<file path="config.mk">
export PLATFORM = sky130hd
export DESIGN_NAME = ntt_core_gf64_ntw_framer_flat
export DESIGN_NICKNAME = d
export VERILOG_FILES = /design/src/rtl/ntt_core_gf64_common_param_pkg.sv /design/src/rtl/ntt_core_gf64_ntw_framer_if.sv /design/src/rtl/ntt_core_gf64_wrap_cnt.sv /design/src/rtl/ntt_core_gf64_ntw_framer.sv /design/src/flat_wrapper.sv
export SDC_FILE = /design/constraint.sdc
export NUM_CORES = 1
export LEC_CHECK = 0
export ABC_AREA = 0
export CAP_MARGIN = 15
export CORE_AREA = 2 2 212 214
export DETAILED_ROUTE_END_ITERATION = 7
export DIE_AREA = 0 0 214 216
export DONT_BUFFER_PORTS = 1
export PLACE_DENSITY = 0.43
export SLEW_MARGIN = 15
export SYNTH_ARGS = -nofsm -noshare
export SYNTH_HDL_FRONTEND = slang
export SYNTH_HIERARCHICAL = 1
export SYNTH_SLANG_ARGS = --single-unit
export TNS_END_PERCENT = 10
</file>
<file path="constraint.sdc">
create_clock -name clk -period 21.7 [get_ports clk]
set_input_delay 4.34 -clock clk [delete_from_list [all_inputs] [get_ports clk]]
set_output_delay 4.34 -clock clk [all_outputs]
set_load 0.03 [all_outputs]
</file>
<file path="src/rtl/ntt_core_gf64_common_param_pkg.sv">
// ============================================================================
// ntt_core_gf64_common_param_pkg : shared sizes, framer state, network ctrl
// Revision: 1.0
// ============================================================================
`default_nettype none

package ntt_core_gf64_common_param_pkg;

    localparam int PSI       = 2;
    localparam int R         = 2;
    localparam int BPBS_ID_W = 4;

    typedef enum logic [0:0] {
        IDLE = 1'b0,
        RUN  = 1'b1
    } framer_state_e;

    // Column/network side-band carried alongside every beat.
    typedef struct packed {
        logic                 sob;
        logic                 eob;
        logic                 sol;
        logic                 eol;
        logic                 sos;
        logic                 eos;
        logic [BPBS_ID_W-1:0] pbs_id;
    } ntw_ctrl_t;

    // Counter width for a range of n values; a 1-entry range still needs a bit.
    function automatic int cnt_w(input int n);
        return (n <= 1) ? 1 : $clog2(n);
    endfunction

endpackage

`default_nettype wire

</file>
<file path="src/rtl/ntt_core_gf64_ntw_framer_if.sv">
// ============================================================================
// ntt_core_gf64_ntw_framer_if : command, input stream and framed column bus
// Revision: 1.0
// ============================================================================
`default_nettype none

interface ntt_core_gf64_ntw_framer_if
    import ntt_core_gf64_common_param_pkg::*;
#(
    parameter int OP_W = 66
) ();

    logic                           cmd_vld;
    logic                           cmd_rdy;
    logic [BPBS_ID_W-1:0]           cmd_pbs_nb_m1;
    logic [PSI*R-1:0][OP_W-1:0]     in_data;
    logic                           in_vld;
    logic                           in_rdy;
    logic [PSI*R-1:0][OP_W-1:0]     out_data;
    logic [PSI*R-1:0]               out_avail;
    logic                           out_sob;
    logic                           out_eob;
    logic                           out_sol;
    logic                           out_eol;
    logic                           out_sos;
    logic                           out_eos;
    logic [BPBS_ID_W-1:0]           out_pbs_id;
    logic                           busy;

    // The framer is the transmitting end of the column protocol.
    modport master (
        input  cmd_vld, cmd_pbs_nb_m1, in_data, in_vld,
        output cmd_rdy, in_rdy, out_data, out_avail,
        output out_sob, out_eob, out_sol, out_eol, out_sos, out_eos,
        output out_pbs_id, busy
    );

    modport slave (
        output cmd_vld, cmd_pbs_nb_m1, in_data, in_vld,
        input  cmd_rdy, in_rdy, out_data, out_avail,
        input  out_sob, out_eob, out_sol, out_eol, out_sos, out_eos,
        input  out_pbs_id, busy
    );

endinterface

`default_nettype wire

</file>
<file path="src/rtl/ntt_core_gf64_wrap_cnt.sv">
// ============================================================================
// ntt_core_gf64_wrap_cnt : 0..max wrapping counter with synchronous clear
// Revision: 1.0
// ============================================================================
`default_nettype none

module ntt_core_gf64_wrap_cnt #(
    parameter int MAX_W = 4
) (
    input  logic             clk,
    input  logic             a_rst,
    input  logic             inc,
    input  logic             clr,
    input  logic [MAX_W-1:0] max,
    output logic [MAX_W-1:0] cnt,
    output logic             last
);

    logic [MAX_W-1:0] cnt_q;
    logic [MAX_W-1:0] cnt_d;

    assign last = (cnt_q == max);
    assign cnt  = cnt_q;

    always_comb begin
        cnt_d = cnt_q;
        if (clr) begin
            cnt_d = '0;
        end else if (inc) begin
            cnt_d = last ? '0 : cnt_q + MAX_W'(1);
        end
    end

    always_ff @(posedge clk or posedge a_rst) begin
        if (a_rst) begin
            cnt_q <= '0;
        end else begin
            cnt_q <= cnt_d;
        end
    end

endmodule

`default_nettype wire

</file>
<file path="src/rtl/ntt_core_gf64_ntw_framer.sv">
// ============================================================================
// ntt_core_gf64_ntw_framer : frames a PBS batch into the radix-column protocol
// Revision: 1.0
// ============================================================================
`default_nettype none

module ntt_core_gf64_ntw_framer
    import ntt_core_gf64_common_param_pkg::*;
#(
    parameter int OP_W        = 66,
    parameter int STG_ITER_NB = 32,
    parameter int LVL_NB      = 2
) (
    input  logic                        clk,
    input  logic                        a_rst,
    ntt_core_gf64_ntw_framer_if.master  bus
);

    localparam int STG_W = cnt_w(STG_ITER_NB);
    localparam int LVL_W = cnt_w(LVL_NB);
    localparam logic [STG_W-1:0] STG_MAX = STG_W'(STG_ITER_NB - 1);
    localparam logic [LVL_W-1:0] LVL_MAX = LVL_W'(LVL_NB - 1);

    framer_state_e              state_q;
    framer_state_e              state_d;
    logic [BPBS_ID_W-1:0]       pbs_nb_m1_q;
    logic [BPBS_ID_W-1:0]       pbs_nb_m1_d;
    logic                       avail_q;
    logic                       avail_d;
    ntw_ctrl_t                  ctrl_q;
    ntw_ctrl_t                  ctrl_d;
    logic [PSI*R-1:0][OP_W-1:0] data_q;
    logic [PSI*R-1:0][OP_W-1:0] data_d;

    logic                       cmd_rdy;
    logic                       in_rdy;
    logic                       cmd_acc;
    logic                       beat;
    logic [STG_W-1:0]           stg_cnt;
    logic [LVL_W-1:0]           lvl_cnt;
    logic [BPBS_ID_W-1:0]       pbs_cnt;
    logic                       stg_last;
    logic                       lvl_last;
    logic                       pbs_last;
    ntw_ctrl_t                  ctrl_cur;

    always_comb begin
        state_d = state_q;
        cmd_rdy = 1'b0;
        in_rdy  = 1'b0;
        case (state_q)
            IDLE: begin
                cmd_rdy = 1'b1;
                if (bus.cmd_vld) begin
                    state_d = RUN;
                end
            end
            RUN: begin
                in_rdy = 1'b1;
                if (bus.in_vld && ctrl_cur.eob) begin
                    state_d = IDLE;
                end
            end
            default: state_d = IDLE;
        endcase
    end

    always_ff @(posedge clk or posedge a_rst) begin
        if (a_rst) begin
            state_q <= IDLE;
        end else begin
            state_q <= state_d;
        end
    end

    assign cmd_acc = cmd_rdy && bus.cmd_vld;
    assign beat    = in_rdy && bus.in_vld;

    ntt_core_gf64_wrap_cnt #(.MAX_W(STG_W)) u_stg_cnt (
        .clk   (clk),
        .a_rst (a_rst),
        .inc   (beat),
        .clr   (cmd_acc),
        .max   (STG_MAX),
        .cnt   (stg_cnt),
        .last  (stg_last)
    );

    ntt_core_gf64_wrap_cnt #(.MAX_W(LVL_W)) u_lvl_cnt (
        .clk   (clk),
        .a_rst (a_rst),
        .inc   (beat && stg_last),
        .clr   (cmd_acc),
        .max   (LVL_MAX),
        .cnt   (lvl_cnt),
        .last  (lvl_last)
    );

    // The PBS range comes from the latched command, not from a constant.
    ntt_core_gf64_wrap_cnt #(.MAX_W(BPBS_ID_W)) u_pbs_cnt (
        .clk   (clk),
        .a_rst (a_rst),
        .inc   (beat && stg_last && lvl_last),
        .clr   (cmd_acc),
        .max   (pbs_nb_m1_q),
        .cnt   (pbs_cnt),
        .last  (pbs_last)
    );

    always_comb begin
        ctrl_cur        = '0;
        ctrl_cur.sos    = (stg_cnt == '0);
        ctrl_cur.eos    = stg_last;
        ctrl_cur.sol    = ctrl_cur.sos && (lvl_cnt == '0);
        ctrl_cur.eol    = ctrl_cur.eos && lvl_last;
        ctrl_cur.sob    = ctrl_cur.sol && (pbs_cnt == '0);
        ctrl_cur.eob    = ctrl_cur.eol && pbs_last;
        ctrl_cur.pbs_id = pbs_cnt;
    end

    // Flags only live for the cycle of a beat; data and pbs_id hold across gaps.
    always_comb begin
        pbs_nb_m1_d = cmd_acc ? bus.cmd_pbs_nb_m1 : pbs_nb_m1_q;
        avail_d     = beat;
        data_d      = beat ? bus.in_data : data_q;
        ctrl_d      = '0;
        ctrl_d.pbs_id = ctrl_q.pbs_id;
        if (beat) begin
            ctrl_d = ctrl_cur;
        end
    end

    always_ff @(posedge clk or posedge a_rst) begin
        if (a_rst) begin
            pbs_nb_m1_q <= '0;
            avail_q     <= 1'b0;
            ctrl_q      <= '0;
            data_q      <= '0;
        end else begin
            pbs_nb_m1_q <= pbs_nb_m1_d;
            avail_q     <= avail_d;
            ctrl_q      <= ctrl_d;
            data_q      <= data_d;
        end
    end

    assign bus.cmd_rdy    = cmd_rdy;
    assign bus.in_rdy     = in_rdy;
    assign bus.busy       = (state_q == RUN);
    assign bus.out_avail  = {(PSI*R){avail_q}};
    assign bus.out_data   = data_q;
    assign bus.out_sob    = ctrl_q.sob;
    assign bus.out_eob    = ctrl_q.eob;
    assign bus.out_sol    = ctrl_q.sol;
    assign bus.out_eol    = ctrl_q.eol;
    assign bus.out_sos    = ctrl_q.sos;
    assign bus.out_eos    = ctrl_q.eos;
    assign bus.out_pbs_id = ctrl_q.pbs_id;

endmodule

`default_nettype wire

</file>
<file path="src/flat_wrapper.sv">
// flat-port wrapper written by rule: the top's interface ports become plain ports
module ntt_core_gf64_ntw_framer_flat import ntt_core_gf64_common_param_pkg::*;
#(
    parameter int OP_W        = 66,
    parameter int STG_ITER_NB = 32,
    parameter int LVL_NB      = 2
)
  (clk, a_rst, bus_cmd_vld, bus_cmd_pbs_nb_m1, bus_in_data, bus_in_vld, bus_cmd_rdy, bus_in_rdy, bus_out_data, bus_out_avail, bus_out_sob, bus_out_eob, bus_out_sol, bus_out_eol, bus_out_sos, bus_out_eos, bus_out_pbs_id, bus_busy);
  ntt_core_gf64_ntw_framer_if #(.OP_W(OP_W)) bus_i ();
  input  logic clk;
  input  logic a_rst;
  input wire logic [$bits(bus_i.cmd_vld)-1:0] bus_cmd_vld;
  input wire logic [$bits(bus_i.cmd_pbs_nb_m1)-1:0] bus_cmd_pbs_nb_m1;
  input wire logic [$bits(bus_i.in_data)-1:0] bus_in_data;
  input wire logic [$bits(bus_i.in_vld)-1:0] bus_in_vld;
  output wire logic [$bits(bus_i.cmd_rdy)-1:0] bus_cmd_rdy;
  output wire logic [$bits(bus_i.in_rdy)-1:0] bus_in_rdy;
  output wire logic [$bits(bus_i.out_data)-1:0] bus_out_data;
  output wire logic [$bits(bus_i.out_avail)-1:0] bus_out_avail;
  output wire logic [$bits(bus_i.out_sob)-1:0] bus_out_sob;
  output wire logic [$bits(bus_i.out_eob)-1:0] bus_out_eob;
  output wire logic [$bits(bus_i.out_sol)-1:0] bus_out_sol;
  output wire logic [$bits(bus_i.out_eol)-1:0] bus_out_eol;
  output wire logic [$bits(bus_i.out_sos)-1:0] bus_out_sos;
  output wire logic [$bits(bus_i.out_eos)-1:0] bus_out_eos;
  output wire logic [$bits(bus_i.out_pbs_id)-1:0] bus_out_pbs_id;
  output wire logic [$bits(bus_i.busy)-1:0] bus_busy;
  assign bus_i.cmd_vld = bus_cmd_vld;
  assign bus_i.cmd_pbs_nb_m1 = bus_cmd_pbs_nb_m1;
  assign bus_i.in_data = bus_in_data;
  assign bus_i.in_vld = bus_in_vld;
  assign bus_cmd_rdy = bus_i.cmd_rdy;
  assign bus_in_rdy = bus_i.in_rdy;
  assign bus_out_data = bus_i.out_data;
  assign bus_out_avail = bus_i.out_avail;
  assign bus_out_sob = bus_i.out_sob;
  assign bus_out_eob = bus_i.out_eob;
  assign bus_out_sol = bus_i.out_sol;
  assign bus_out_eol = bus_i.out_eol;
  assign bus_out_sos = bus_i.out_sos;
  assign bus_out_eos = bus_i.out_eos;
  assign bus_out_pbs_id = bus_i.out_pbs_id;
  assign bus_busy = bus_i.busy;
  ntt_core_gf64_ntw_framer #(.OP_W(OP_W), .STG_ITER_NB(STG_ITER_NB), .LVL_NB(LVL_NB)) u_core (.clk(clk), .a_rst(a_rst), .bus(bus_i));
endmodule
</file>
==> summary.md <==
| Metric | Value |
|---|---|
| EDFF count, synth | `0` |
| Number of global-route vias before repair | `6310` |
| Clock-pin slew on the worst setup and hold paths | `0.06 ns` |
| Status | `completed` |
| H-tree Lvls | `2` |
| Tmin final | `6.225 ns` |
| Setup Skew | `0.008539 ns` |
| Compound-Gate Fraction of Synth Area | `1.176%` |
| Routed wire length | `29740 microns` |
| Largest net degree at the start of global routing | `160` |
| Design Power | `1.529 mW` |
| Yosys warns | `6` |
| Initial DRT Pass Iterations | `6` |
| DR WL met3 | `3137 microns` |
| Post-synth ARST share | `100.0%` |
| PostCTS Resize Cnt | `0` |
| Leakage power | `6.225 nW` |
| Synthesis-to-layout area growth | `11.51%` |
| Area leader, netlist | `dfrtp_1` |
| Vias per inst | `4.353` |
| Count leader, synth | `dfrtp_1` |
| Hold WC Path Type | `register to register` |
| Register bit count reported by yosys | `290` |
| Vias | `5698` |
| Placed Area | `12480 sq um` |
| Worst-Skew Late Latency | `0.52 ns` |
| Setup violators final | `0` |
| Bufs on Longest Clock Path | `3` |
| Top cells by area, synth | `dfrtp_1 59%, mux2_4 25%, mux2_2 6.6%` |
| WP data arrival | `6.62 ns` |
| Detail Route met2 WL | `15090 microns` |
| Unique masters post-synth | `49` |
| Clk root buf | `clkbuf_16` |
| ANT nets after route | `0` |
| DRT iter0 DRCs | `277` |
| Hold Vio Cnt, Final | `0` |
| Rel. slew slack | `25.36%` |
| Mux contribution to synthesized area | `31.51%` |
| Post-DP HPWL | `21130 microns` |
| I/O Buffers | `0` |
| Clk sinks | `290` |
| R2r startpoint | `u_core/bus.busy` |
| CP Launch Point | `bus_in_vld` |
| Top layer in use | `met5` |
| Crit path capture | `u_core/bus.out_data[172]` |
| Setup_tns | `0 ns` |
| Main combinational cell family by area after synthesis | `multiplexers` |
| Mean Syn Cell Area | `18.01 sq um` |
| # DRC | `0` |
| Fillers | `4290` |
| R2r endpoint | `u_core/bus.out_data[172]` |
| Period utilization | `28.69%` |
| CTS Hold Bufs | `0` |
| Initial Utilization | `27.90%` |
| DIE AREA | `46220 sq um` |
| Mapped Area | `12230 sq um` |
| Setup crit end kind | `register` |
| CTS tree | `built` |
| Layout net count | `963` |
| CP Max Fanout | `159` |
| Post-synthesis xor/xnor area fraction | `0.7673%` |
| Number of max-cap violations | `0` |
| VDD IR-drop max | `0.05296 mV` |
| CP startpoint kind | `primary input` |
| Total setup buffers inserted after CTS | `0` |
| Height of the chip | `216 microns` |
| Utilization after layout | `31.11%` |
| Critical setup path kind | `primary input to register` |
| Yosys top cell area share | `59.34%` |
| Wire length of the first global-routing pass | `43990 microns` |
| Gr usage total | `12.41%` |
| Num CTS Buffers | `34` |
| Seq/Total Area, Yosys | `59.34%` |
| Gr ovfl total | `0` |
| Core Region | `43840 sq um` |
| # rows | `77` |
| DR WL/cell | `22.72 microns` |
| Post-Synth Adder-Cell Area | `0.3069%` |
| Pin slew with the least headroom to its limit | `1.120 ns` |
| R2R depth | `4` |
| CP Data Required Time | `22.10 ns` |
| R2r setup slk | `18.27 ns` |
| M1 WL | `10670 microns` |
| Max Fclk | `160.6 MHz` |
| Final Max Tran Viols | `0` |
| RePlAce Congestion | `0.8171` |
| Initial antenna violation count | `4` |
| Syn Inst Count | `679` |
| IO Pins | `553` |
| Die width | `214 microns` |
| RSZ-0062 raised after global routing | `false` |
| Post-synth top cells | `290 x dfrtp_1, 200 x mux2_4, 72 x mux2_2, 22 x buf_12, 9 x inv_1` |
| Dominant synthesized flop cell | `dfrtp_1` |
| Finished Cell Area | `13640 sq um` |
| Simple-Gate Fraction of Synth Area | `1.872%` |
| Share of post-route cells with drive strength above 1 | `48.04%` |
| Pwr per Cell Area | `112.1 nW/um^2` |
worst max-delay path, cell delays in order:
cell and delay [ns]:
nand2_4 0.11, inv_16 0.56, buf_4 0.92, mux2_2 0.42
logic make-up after synthesis:
| family | Yosys count |
|---|---|
| flops | 290 |
| simple gates | 35 |
| mux | 276 |
| fa+ha+maj | 3 |
| buf+inv | 47 |
| compound gates | 18 |
| xor+xnor | 9 |
| other cells | 1 |
placed cells by master, fill, tap and decap left out, types with 3 or more instances in the layout:
cell	synthesis	layout
buf_4	6	5
clkbuf_1	1	6
clkbuf_16	0	37
clkbuf_8	0	6
clkinv_2	0	8
clkinvlp_4	0	3
conb_1	1	6
dfrtp_1	290	290
diode_2	0	3
ha_1	3	3
inv_1	9	8
mux2_2	72	72
mux2_4	200	200
mux2i_1	4	4
nand2_1	4	4
nand3_1	4	4
nor2_1	6	6
xor2_1	7	7
per-layer routing:
metal,up-vias,global-route usage (%)
li1,2406,-
met1,2903,13.45
met2,332,21.00
met3,55,5.849
met4,2,4.848
met5,-,0
sequential cells by signal (all words and copies together) (netlist names), 4 cells and up:
signal                 flops
u_core/bus.out_data      264
u_core/u_stg_cnt/cnt       5
u_core/bus.out_pbs_id      4
u_core/pbs_nb_m1_q         4
u_core/u_pbs_cnt/cnt       4
per-stage QoR:
stage                     std cells  hold WS, ns  setup slack, ns
after floorplan                 684       0.4531            9.638
after global placement         1244       0.4900            15.14
after detailed placement       1244       0.4859            15.05
after CTS                      1306       0.5038            15.59
after global routing           1308       0.5253            15.42
final                          1309       0.5054            15.48
area by class of cell:
cell class | instances | area [sq um] | share of cell area [%]
Antenna cell | 3 | 7.507 | 0.05505
Clock buffer | 49 | 1031 | 7.560
Clock inverter | 13 | 122.6 | 0.8991
Inverter | 10 | 61.31 | 0.4495
Multi-Input combinational cell | 347 | 4380 | 32.12
Sequential cell | 290 | 7257 | 53.21
Tap cell | 592 | 740.7 | 5.431
Timing Repair Buffer | 5 | 37.54 | 0.2752
power breakdown:
group	switching, mW	total [mW]	internal (mW)
combinational	0.0663	0.164	0.0974
sequential	0.182	0.787	0.605
clock	0.224	0.578	0.355
worst min-delay path by stage:
stage,from,endpoint,slack [ns],depth (start not counted)
2_1_floorplan,u_core/u_lvl_cnt/cnt,u_core/bus.out_sol,0.45,1
3_3_place_gp,u_core/u_lvl_cnt/cnt,u_core/bus.out_sol,0.49,1
3_5_place_dp,u_core/u_lvl_cnt/cnt,u_core/bus.out_sol,0.49,1
4_1_cts,u_core/u_lvl_cnt/cnt,u_core/bus.out_sol,0.50,1
5_1_grt,u_core/u_lvl_cnt/cnt,u_core/bus.out_sol,0.53,1
6_report,u_core/u_lvl_cnt/cnt,u_core/bus.out_sol,0.51,1
(Power assumes the default switching activity.)
